<file path="src/rtl/mem_req_pkg.sv">
// Shared types for the data-memory request queue: queued request record and issue FSM states.
package mem_req_pkg;

    localparam int unsigned DMEM_Q_DEPTH  = 4;
    localparam int unsigned MEM_REQ_TAG_W = 4;

    typedef struct packed {
        logic [31:0]              addr;
        logic [3:0]               rmask;
        logic [3:0]               wmask;
        logic [31:0]              wdata;
        logic [MEM_REQ_TAG_W-1:0] tag;
    } mem_req_t;

    typedef enum logic [0:0] {
        IDLE,
        WAIT
    } dmem_q_state_e;

endpackage

</file>
<file path="src/rtl/req_fifo.sv">
// Synchronous FIFO of mem_req_t with a clear that preserves the current head entry.
module req_fifo
    import mem_req_pkg::*;
#(
    parameter int unsigned DEPTH = DMEM_Q_DEPTH
) (
    input  logic                       clk,
    input  logic                       rst,
    input  logic                       push,
    input  mem_req_t                   push_data,
    input  logic                       pop,
    input  logic                       clear_tail,
    output mem_req_t                   head,
    output logic [$clog2(DEPTH+1)-1:0] count
);

    localparam int unsigned PTR_W = $clog2(DEPTH);
    localparam int unsigned CNT_W = $clog2(DEPTH + 1);

    mem_req_t         mem_q [DEPTH];
    logic [PTR_W-1:0] wr_ptr_q, wr_ptr_d;
    logic [PTR_W-1:0] rd_ptr_q, rd_ptr_d;
    logic [CNT_W-1:0] count_q, count_d;
    logic             do_push, do_pop;

    assign do_pop  = pop && (count_q != '0);
    assign do_push = push && !clear_tail && (count_q != CNT_W'(DEPTH));

    always_comb begin
        wr_ptr_d = wr_ptr_q;
        rd_ptr_d = rd_ptr_q;
        count_d  = count_q;
        if (do_pop) begin
            rd_ptr_d = rd_ptr_q + PTR_W'(1);
        end
        if (clear_tail) begin
            // Keep only the head (it may already be issued); drop it too if popped now.
            if (count_q != '0) begin
                wr_ptr_d = rd_ptr_q + PTR_W'(1);
                count_d  = do_pop ? CNT_W'(0) : CNT_W'(1);
            end
        end else begin
            if (do_push) begin
                wr_ptr_d = wr_ptr_q + PTR_W'(1);
            end
            if (do_push && !do_pop) begin
                count_d = count_q + CNT_W'(1);
            end else if (!do_push && do_pop) begin
                count_d = count_q - CNT_W'(1);
            end
        end
    end

    always_ff @(posedge clk or negedge rst) begin
        if (!rst) begin
            wr_ptr_q <= '0;
            rd_ptr_q <= '0;
            count_q  <= '0;
        end else begin
            wr_ptr_q <= wr_ptr_d;
            rd_ptr_q <= rd_ptr_d;
            count_q  <= count_d;
        end
    end

    always_ff @(posedge clk) begin
        if (do_push) begin
            mem_q[wr_ptr_q] <= push_data;
        end
    end

    assign head  = mem_q[rd_ptr_q];
    assign count = count_q;

endmodule

</file>
<file path="src/rtl/dmem_req_queue.sv">
// In-order load/store queue issuing one op at a time on the single-outstanding dmem interface.
module dmem_req_queue
    import mem_req_pkg::*;
#(
    parameter int unsigned DEPTH = DMEM_Q_DEPTH,
    parameter int unsigned TAG_W = MEM_REQ_TAG_W
) (
    input  logic             clk,
    input  logic             rst,
    input  logic             flush,
    input  logic             req_valid,
    output logic             req_ready,
    input  logic [31:0]      req_addr,
    input  logic [3:0]       req_rmask,
    input  logic [3:0]       req_wmask,
    input  logic [31:0]      req_wdata,
    input  logic [TAG_W-1:0] req_tag,
    output logic             rsp_valid,
    output logic [TAG_W-1:0] rsp_tag,
    output logic [31:0]      rsp_rdata,
    output logic             rsp_is_load,
    output logic [31:0]      dmem_addr,
    output logic [3:0]       dmem_rmask,
    output logic [3:0]       dmem_wmask,
    output logic [31:0]      dmem_wdata,
    input  logic [31:0]      dmem_rdata,
    input  logic             dmem_resp
);

    localparam int unsigned CNT_W = $clog2(DEPTH + 1);

    dmem_q_state_e    state_q, state_d;
    logic             discard_q, discard_d;
    logic             inflight_is_load_q, inflight_is_load_d;
    logic [TAG_W-1:0] inflight_tag_q, inflight_tag_d;
    logic [CNT_W-1:0] count;
    mem_req_t         head;
    mem_req_t         push_data;
    logic             push, pop;

    assign req_ready = (count != CNT_W'(DEPTH));
    // Zero-mask ops are accepted but never stored.
    assign push      = req_valid && req_ready && !flush && ((req_rmask != '0) || (req_wmask != '0));

    always_comb begin
        push_data       = '0;
        push_data.addr  = req_addr;
        push_data.rmask = req_rmask;
        push_data.wmask = req_wmask;
        push_data.wdata = req_wdata;
        push_data.tag   = MEM_REQ_TAG_W'(req_tag);
    end

    req_fifo #(
        .DEPTH (DEPTH)
    ) u_fifo (
        .clk        (clk),
        .rst        (rst),
        .push       (push),
        .push_data  (push_data),
        .pop        (pop),
        .clear_tail (flush),
        .head       (head),
        .count      (count)
    );

    always_comb begin
        state_d            = state_q;
        discard_d          = discard_q;
        inflight_is_load_d = inflight_is_load_q;
        inflight_tag_d     = inflight_tag_q;
        pop                = 1'b0;
        dmem_addr          = '0;
        dmem_rmask         = '0;
        dmem_wmask         = '0;
        dmem_wdata         = '0;
        rsp_valid          = 1'b0;
        rsp_tag            = '0;
        rsp_rdata          = '0;
        rsp_is_load        = 1'b0;
        unique case (state_q)
            IDLE: begin
                if (count != '0) begin
                    dmem_addr          = head.addr;
                    dmem_rmask         = head.rmask;
                    dmem_wmask         = head.wmask;
                    dmem_wdata         = head.wdata;
                    inflight_is_load_d = (head.rmask != '0);
                    inflight_tag_d     = head.tag[TAG_W-1:0];
                    if (flush) begin
                        discard_d = 1'b1;
                    end
                    state_d = WAIT;
                end
            end
            WAIT: begin
                dmem_addr  = head.addr;
                dmem_wdata = head.wdata;
                if (dmem_resp) begin
                    pop       = 1'b1;
                    rsp_valid = !discard_q;
                    if (!discard_q) begin
                        rsp_tag     = inflight_tag_q;
                        rsp_is_load = inflight_is_load_q;
                        rsp_rdata   = inflight_is_load_q ? dmem_rdata : 32'h0;
                    end
                    discard_d = 1'b0;
                    state_d   = IDLE;
                end else if (flush) begin
                    discard_d = 1'b1;
                end
            end
            default: begin
                state_d = IDLE;
            end
        endcase
    end

    always_ff @(posedge clk or negedge rst) begin
        if (!rst) begin
            state_q            <= IDLE;
            discard_q          <= 1'b0;
            inflight_is_load_q <= 1'b0;
            inflight_tag_q     <= '0;
        end else begin
            state_q            <= state_d;
            discard_q          <= discard_d;
            inflight_is_load_q <= inflight_is_load_d;
            inflight_tag_q     <= inflight_tag_d;
        end
    end

endmodule

</file>
<file path="config.mk">
export PLATFORM = sky130hd
export DESIGN_NAME = dmem_req_queue
export DESIGN_NICKNAME = d
export VERILOG_FILES = /design/src/rtl/mem_req_pkg.sv /design/src/rtl/req_fifo.sv /design/src/rtl/dmem_req_queue.sv
export SDC_FILE = /design/constraint.sdc
export NUM_CORES = 1
export LEC_CHECK = 0
export CORE_MARGIN = 1
export CORE_UTILIZATION = 53
export DETAILED_ROUTE_END_ITERATION = 10
export GPL_ROUTABILITY_DRIVEN = 0
export MAX_ROUTING_LAYER = met4
export PLACE_DENSITY = 0.8
export SKIP_LAST_GASP = 1
export SLEW_MARGIN = 10
export SYNTH_ARGS = -nofsm -noshare
export SYNTH_HDL_FRONTEND = slang
export SYNTH_SLANG_ARGS = --single-unit
</file>
<file path="constraint.sdc">
create_clock -name clk -period 4.2 [get_ports clk]
set_input_delay 1.26 -clock clk [delete_from_list [all_inputs] [get_ports clk]]
set_output_delay 1.26 -clock clk [all_outputs]
set_load 0.005 [all_outputs]
</file>
==> metrics.csv, run 1 <==
metric;value;unit
outcome;complete, no violations;
Pins Over Slew Limit;0;
CP max-delay cell;or3_1;
Crit Path Max Fanout;46;
period utilization;97.1;%
PortBufs;223;
type of origin of the critical path;flip-flop;
Final Skew;17.2;ps
CTS Root Cell;clkbuf_16;
critical path arrival;2820;ps
crit path cell chain;or3_1 -> nor2_4 -> buf_4 -> nor2b_1 -> clkdlybuf4s50_1;
top-area cell type share of the netlist area;72.8;%
Synth Warn #;0;
CTS H-tree depth;1;
CTS clk-pin slew, worst paths;60;ps
CP peak stage delay;510;ps
setup_tns;0;ps
Worst-Skew Late Latency;550;ps
worst min-delay path class;flip-flop to flip-flop;
global-route wire length before repair;39400;µm
Final min period;4080;ps
max frequency;245;MHz
endpoints failing hold;0;
CTS Buffer Depth;3;
core area;22900;µm²
DIE AREA;24300;µm²
peak supply drop;479;µV
Async SR Flop Fraction;4.40;%
Pre-antenna DRT Iters;4;
Synth area leaders;edfxtp_1, mux4_2, nor2b_1;
starting density of the core;54.7;%
# IOs;224;
RSZ-0062 raised after global routing;no;
Die X;156;µm
measured slew at the worst slew-check pin;723;ps
clk sinks;318;
hold_buf cts;0;
antenna violations before repair;1;
CP Capture Type;primary output;
Post-Syn Instances;604;
post-synth net total;722;
Post-synth EDFFs;304;
Post-synth top flop;edfxtp_1;
total grt overflow;0;
synth cell count leaders;edfxtp_1, mux4_2, nor2b_1;
DR iter-0 viols;481;
setup violators final;0;
number of global-route vias before repair;7083;
Seq/Total Area, Yosys;75.6;%
DRC;0;
drt total wl;26200;µm
Synth cell types;36;
share of layout cells above drive strength 1;18.7;%
Post-layout nets;970;
critical path type;flip-flop to primary output;
P_leak;5.51;nW
FF-to-FF setup slack;1850;ps
area grow syn2layout;31.0;%
Total Routing Usage GR;22.5;%
post-synthesis cell type with the largest combined area;edfxtp_1;
Reg-to-Reg Start;u_fifo.count[0];
final antenna-violating net count;0;
Hold EP;inflight_tag_q[1];
final core occ;71.6;%
Vias;6643;
FP Rows;55;
mapped cell area;12500;µm²
Worst R2R Path Depth;6;
top-count cell post-synth;edfxtp_1;
Routed WL per cell;22.0;µm
CTS tree;done;
Slew headroom;51.6;%
die height;156;µm
pwr/cell area;646;nW/µm²
largest net degree at the start of global routing;47;
post-synthesis register bit count;318;
reg2reg end;u_fifo.count[2];
worst hold stages;1;
required time worst endpoint;2940;ps
via/cell ratio;5.58;
DP HPWL;16100;µm
cts bufs inserted;31;
min-delay src;inflight_tag_q[1];
max cap viols;0;
synthesized area per cell;20.7;µm²
final hold slack;508;ps
## routing by layer
layer | vias to the layer above | global-route usage (%) | routed length (µm)
met3 | 46 | 3.72 | 1780
met5 | - | - | 0
li1 | 2931 | - | -
met4 | 0 | 6.91 | 569
met2 | 295 | 40.1 | 14200
met1 | 3371 | 26.2 | 9690
## critical path, delay by kind of cell, from the launching register on
family,cells,cell delay [ps]
flip-flops,1,450
buffers and inverters,2,990
AND/OR/NAND/NOR,3,820
## kinds of logic after synthesis
| logic type | after synthesis | synth area share, % |
|---|---|---|
| multiplexers | 83 | 14.3 |
| XOR/XNOR | 6 | 0.419 |
| AO/OA/AOI/OAI | 12 | 0.919 |
| adder cells (fa/ha/maj) | 5 | 0.559 |
| AND/OR/NAND/NOR | 136 | 6.66 |
| flip-flops | 318 | 75.6 |
| buffers and inverters | 44 | 1.55 |
## what timing repair did
item / in CTS / in global routing
setup endpoints to repair: 0 / 38
buffers inserted: 0 / 1
resized for setup: 0 / 4
## state kept, by name (all words and copies together) (netlist names)
name and cells:
inflight_is_load_q 1, state_q 1, u_fifo.wr_ptr_q 2, u_fifo.mem_q 304, u_fifo.count 3, u_fifo.rd_ptr_q 2, inflight_tag_q 4, discard_q 1
## report_power, final
| part | total (W) | switching [W] | leakage, nW | internal, W |
|---|---|---|---|---|
| registers | 0.00413 | 0.000246 | 2.92 | 0.00388 |
| logic | 0.00382 | 0.00155 | 2.11 | 0.00227 |
| clock network | 0.00265 | 0.00111 | 0.474 | 0.00154 |
| total | 0.0106 | 0.00290 | 5.51 | 0.00769 |
## placed cells by master (no fill, tap or decap), types with 4 or more instances in the layout
master and instances:
and3_1 33, clkbuf_16 32, clkinv_2 7, mux2_2 4, clkinv_1 5, dfrtp_1 12, mux4_2 76, and2_4 4
xnor2_1 4, buf_12 12, nor2b_1 65, buf_4 12, and2_1 13, ha_1 4, inv_1 8, a21oi_1 4
clkdlybuf4s50_1 222, edfxtp_1 304, clkbuf_1 8
## metrics by stage
step                instances  total power [W]  cell area (µm²)  setup WS, ps
floorplan                 604          0.00605            12500           691
global placement         1128          0.00786            15300          64.1
detailed placement       1128          0.00796            15300          23.6
CTS                      1185           0.0106            16300          21.0
global route             1190           0.0111            16400          28.1
finish                   1190           0.0106            16400           124
## worst max-delay path by stage
stage | startpoint | endpoint | slack (ps)
6_report | u_fifo.count[0] | dmem_wdata[31] | 120
5_1_grt | u_fifo.count[0] | dmem_wdata[31] | 30
3_3_place_gp | dmem_resp | rsp_rdata[22] | 60
2_1_floorplan | flush | u_fifo.mem_q[0][0] | 690
4_1_cts | dmem_resp | rsp_rdata[21] | 20
3_5_place_dp | dmem_resp | rsp_rdata[21] | 20
## cell type report
cell class / instances / area (µm²)
multi-input cells: 242 / 2890
clock buffers: 39 / 806
inverters: 8 / 30.0
flip-flops and latches: 318 / 9490
clock inverters: 18 / 168
repair buffers: 251 / 2640
diodes: 1 / 2.50
well taps: 313 / 392
fillers: 1388 / 6500
Power figures use the tool's default switching activity.
==> inputs of run 2 (changes only) <==
Settings changed: MAX_ROUTING_LAYER met4 to default.
==> metrics.csv, run 2 (synthesized netlist as in run 1, its figures left out) <==
metric;value;unit;change
CP Capture Type;primary output;;
Clock power frac;25.0;%;about the same
max cap viols;0;;unchanged
commonest non-fill, non-tap cell in the layout;edfxtp_1;;
total grt overflow;0;;unchanged
# IOs;224;;unchanged
hold_buf cts;0;;unchanged
period utilization;97.0;%;about the same
Slew headroom;50.6;%;-0.98 points
outcome;complete, no violations;;
slack of the critical path;126;ps;+2.80 ps
combinational share of power;36.1;%;about the same
PortBufs;223;;unchanged
Total Routing Usage GR;21.8;%;-0.69 points
critical path type;flip-flop to primary output;;
share of layout cells above drive strength 1;18.7;%;unchanged
Pins Over Slew Limit;0;;unchanged
crit path from;u_fifo.count[0];;
pwr/cell area;646;nW/µm²;about the same
Reg-to-Reg Start;u_fifo.count[0];;
Placed Cells;1128;;unchanged
setup_tns;0;ps;unchanged
Routed WL per cell;22.0;µm;-0.11%
Post-Place Worst Slack;23.6;ps;unchanged
critical path arrival;2810;ps;about the same
Post-layout nets;970;;unchanged
drt total wl;26200;µm;-0.11%
measured slew at the worst slew-check pin;738;ps;+14.6 ps
Int Power;0.00769;W;about the same
Pre-antenna DRT Iters;4;;unchanged
global-route wire length before repair;39400;µm;about the same
peak supply drop;477;µV;-0.45%
max reg flops;304;;unchanged
min-delay src;inflight_tag_q[1];;
CTS tree;done;;
die height;156;µm;unchanged
via/cell ratio;5.57;;-0.15%
Worst-Skew Late Latency;560;ps;about the same
DIE AREA;24300;µm²;unchanged
most flop-heavy register;u_fifo.mem_q;;
Psw;0.00291;W;about the same
Vias;6633;;-0.15%
setup violators final;0;;unchanged
cts bufs inserted;31;;unchanged
Final Skew;17.3;ps;+0.0992 ps
CTS clk-pin slew, worst paths;60;ps;about the same
FP Rows;55;;unchanged
CTS H-tree depth;1;;unchanged
starting density of the core;54.7;%;unchanged
P_leak;5.51;nW;unchanged
clk sinks;318;;unchanged
area grow syn2layout;31.0;%;unchanged
worst min-delay path class;flip-flop to flip-flop;;
CTS Root Cell;clkbuf_16;;
largest net degree at the start of global routing;47;;unchanged
antenna violations before repair;1;;unchanged
required time worst endpoint;2940;ps;about the same
RSZ-0062 raised after global routing;no;;
most frequent cells in the layout;edfxtp_1, clkdlybuf4s50_1, mux4_2;;
CTS Buffer Depth;3;;unchanged
DRC;0;;unchanged
final antenna-violating net count;0;;unchanged
Final Instance Count excl. Fillers;1190;;unchanged
Final min period;4070;ps;-2.80 ps
core area;22900;µm²;unchanged
sw frac;27.4;%;about the same
DP HPWL;16100;µm;unchanged
max frequency;245;MHz;about the same
Flop pwr share;38.9;%;about the same
type of origin of the critical path;flip-flop;;
endpoints failing hold;0;;unchanged
DR iter-0 viols;474;;-1.5%
Die X;156;µm;unchanged
Crit Path Max Fanout;46;;unchanged
number of global-route vias before repair;7086;;+0.042%
## run 2: cell counts in the layout (fill, tap and decap cells not counted)
No cell type changed its count.
## run 2: worst max-delay path: stages, from the launching register on
cell	delay (ps)
dfrtp_1	450
or3_1	510
nor2_4	120
buf_4	490
nor2b_1	190
clkdlybuf4s50_1	500
## run 2: path summary, 6_finish.rpt
check,endpoint,slack (ps),cells past startpoint
max in group asynchronous,u_fifo.rd_ptr_q[0],2500,1
hold reg to reg,inflight_tag_q[1],510,1
min in group asynchronous,inflight_tag_q[2],1150,1
setup reg to reg,u_fifo.count[2],1850,6
setup / recovery,dmem_wdata[31],130,5
hold / removal,inflight_tag_q[1],510,1
## run 2: timing repair
action,in CTS,in global routing
setup endpoints to repair,0,38
gates resized for setup,0,4
buffers inserted,0,1
## run 2: area by class of cell
cell class | instances | area, µm²
diodes | 1 | 2.50
clock buffers | 39 | 806
clock inverters | 18 | 168
fillers | 1388 | 6500
inverters | 8 | 30.0
multi-input cells | 242 | 2890
flip-flops and latches | 318 | 9490
well taps | 313 | 392
repair buffers | 251 | 2640
## run 2: power by group through the flow
stage	clock (W)	sequential, W	combinational, W
2_1_floorplan	0	0.00402	0.00202
3_3_place_gp	0	0.00418	0.00368
3_5_place_dp	0	0.00422	0.00375
4_1_cts	0.00269	0.00416	0.00379
5_1_grt	0.00281	0.00417	0.00411
6_report	0.00265	0.00413	0.00382
## run 2: stage by stage
step | utilization, % | power, W | hold WS, ps | instance area (µm²)
after floorplan | - | 0.00605 | 465 | 12500
after global routing | 71.6 | 0.0111 | 528 | 16400
after global placement | 67.0 | 0.00786 | 490 | 15300
after detailed placement | 67.0 | 0.00796 | 497 | 15300
after CTS | 71.2 | 0.0106 | 510 | 16300
final | 71.6 | 0.0106 | 508 | 16400
## run 2: routing by layer
metal / wire, µm / global-route usage (%) / vias up
li1: - / - / 2933
met5: 0 / 0 / -
met3: 1700 / 3.78 / 44
met4: 552 / 7.10 / 0
met1: 9900 / 26.2 / 3359
met2: 14100 / 40.0 / 297
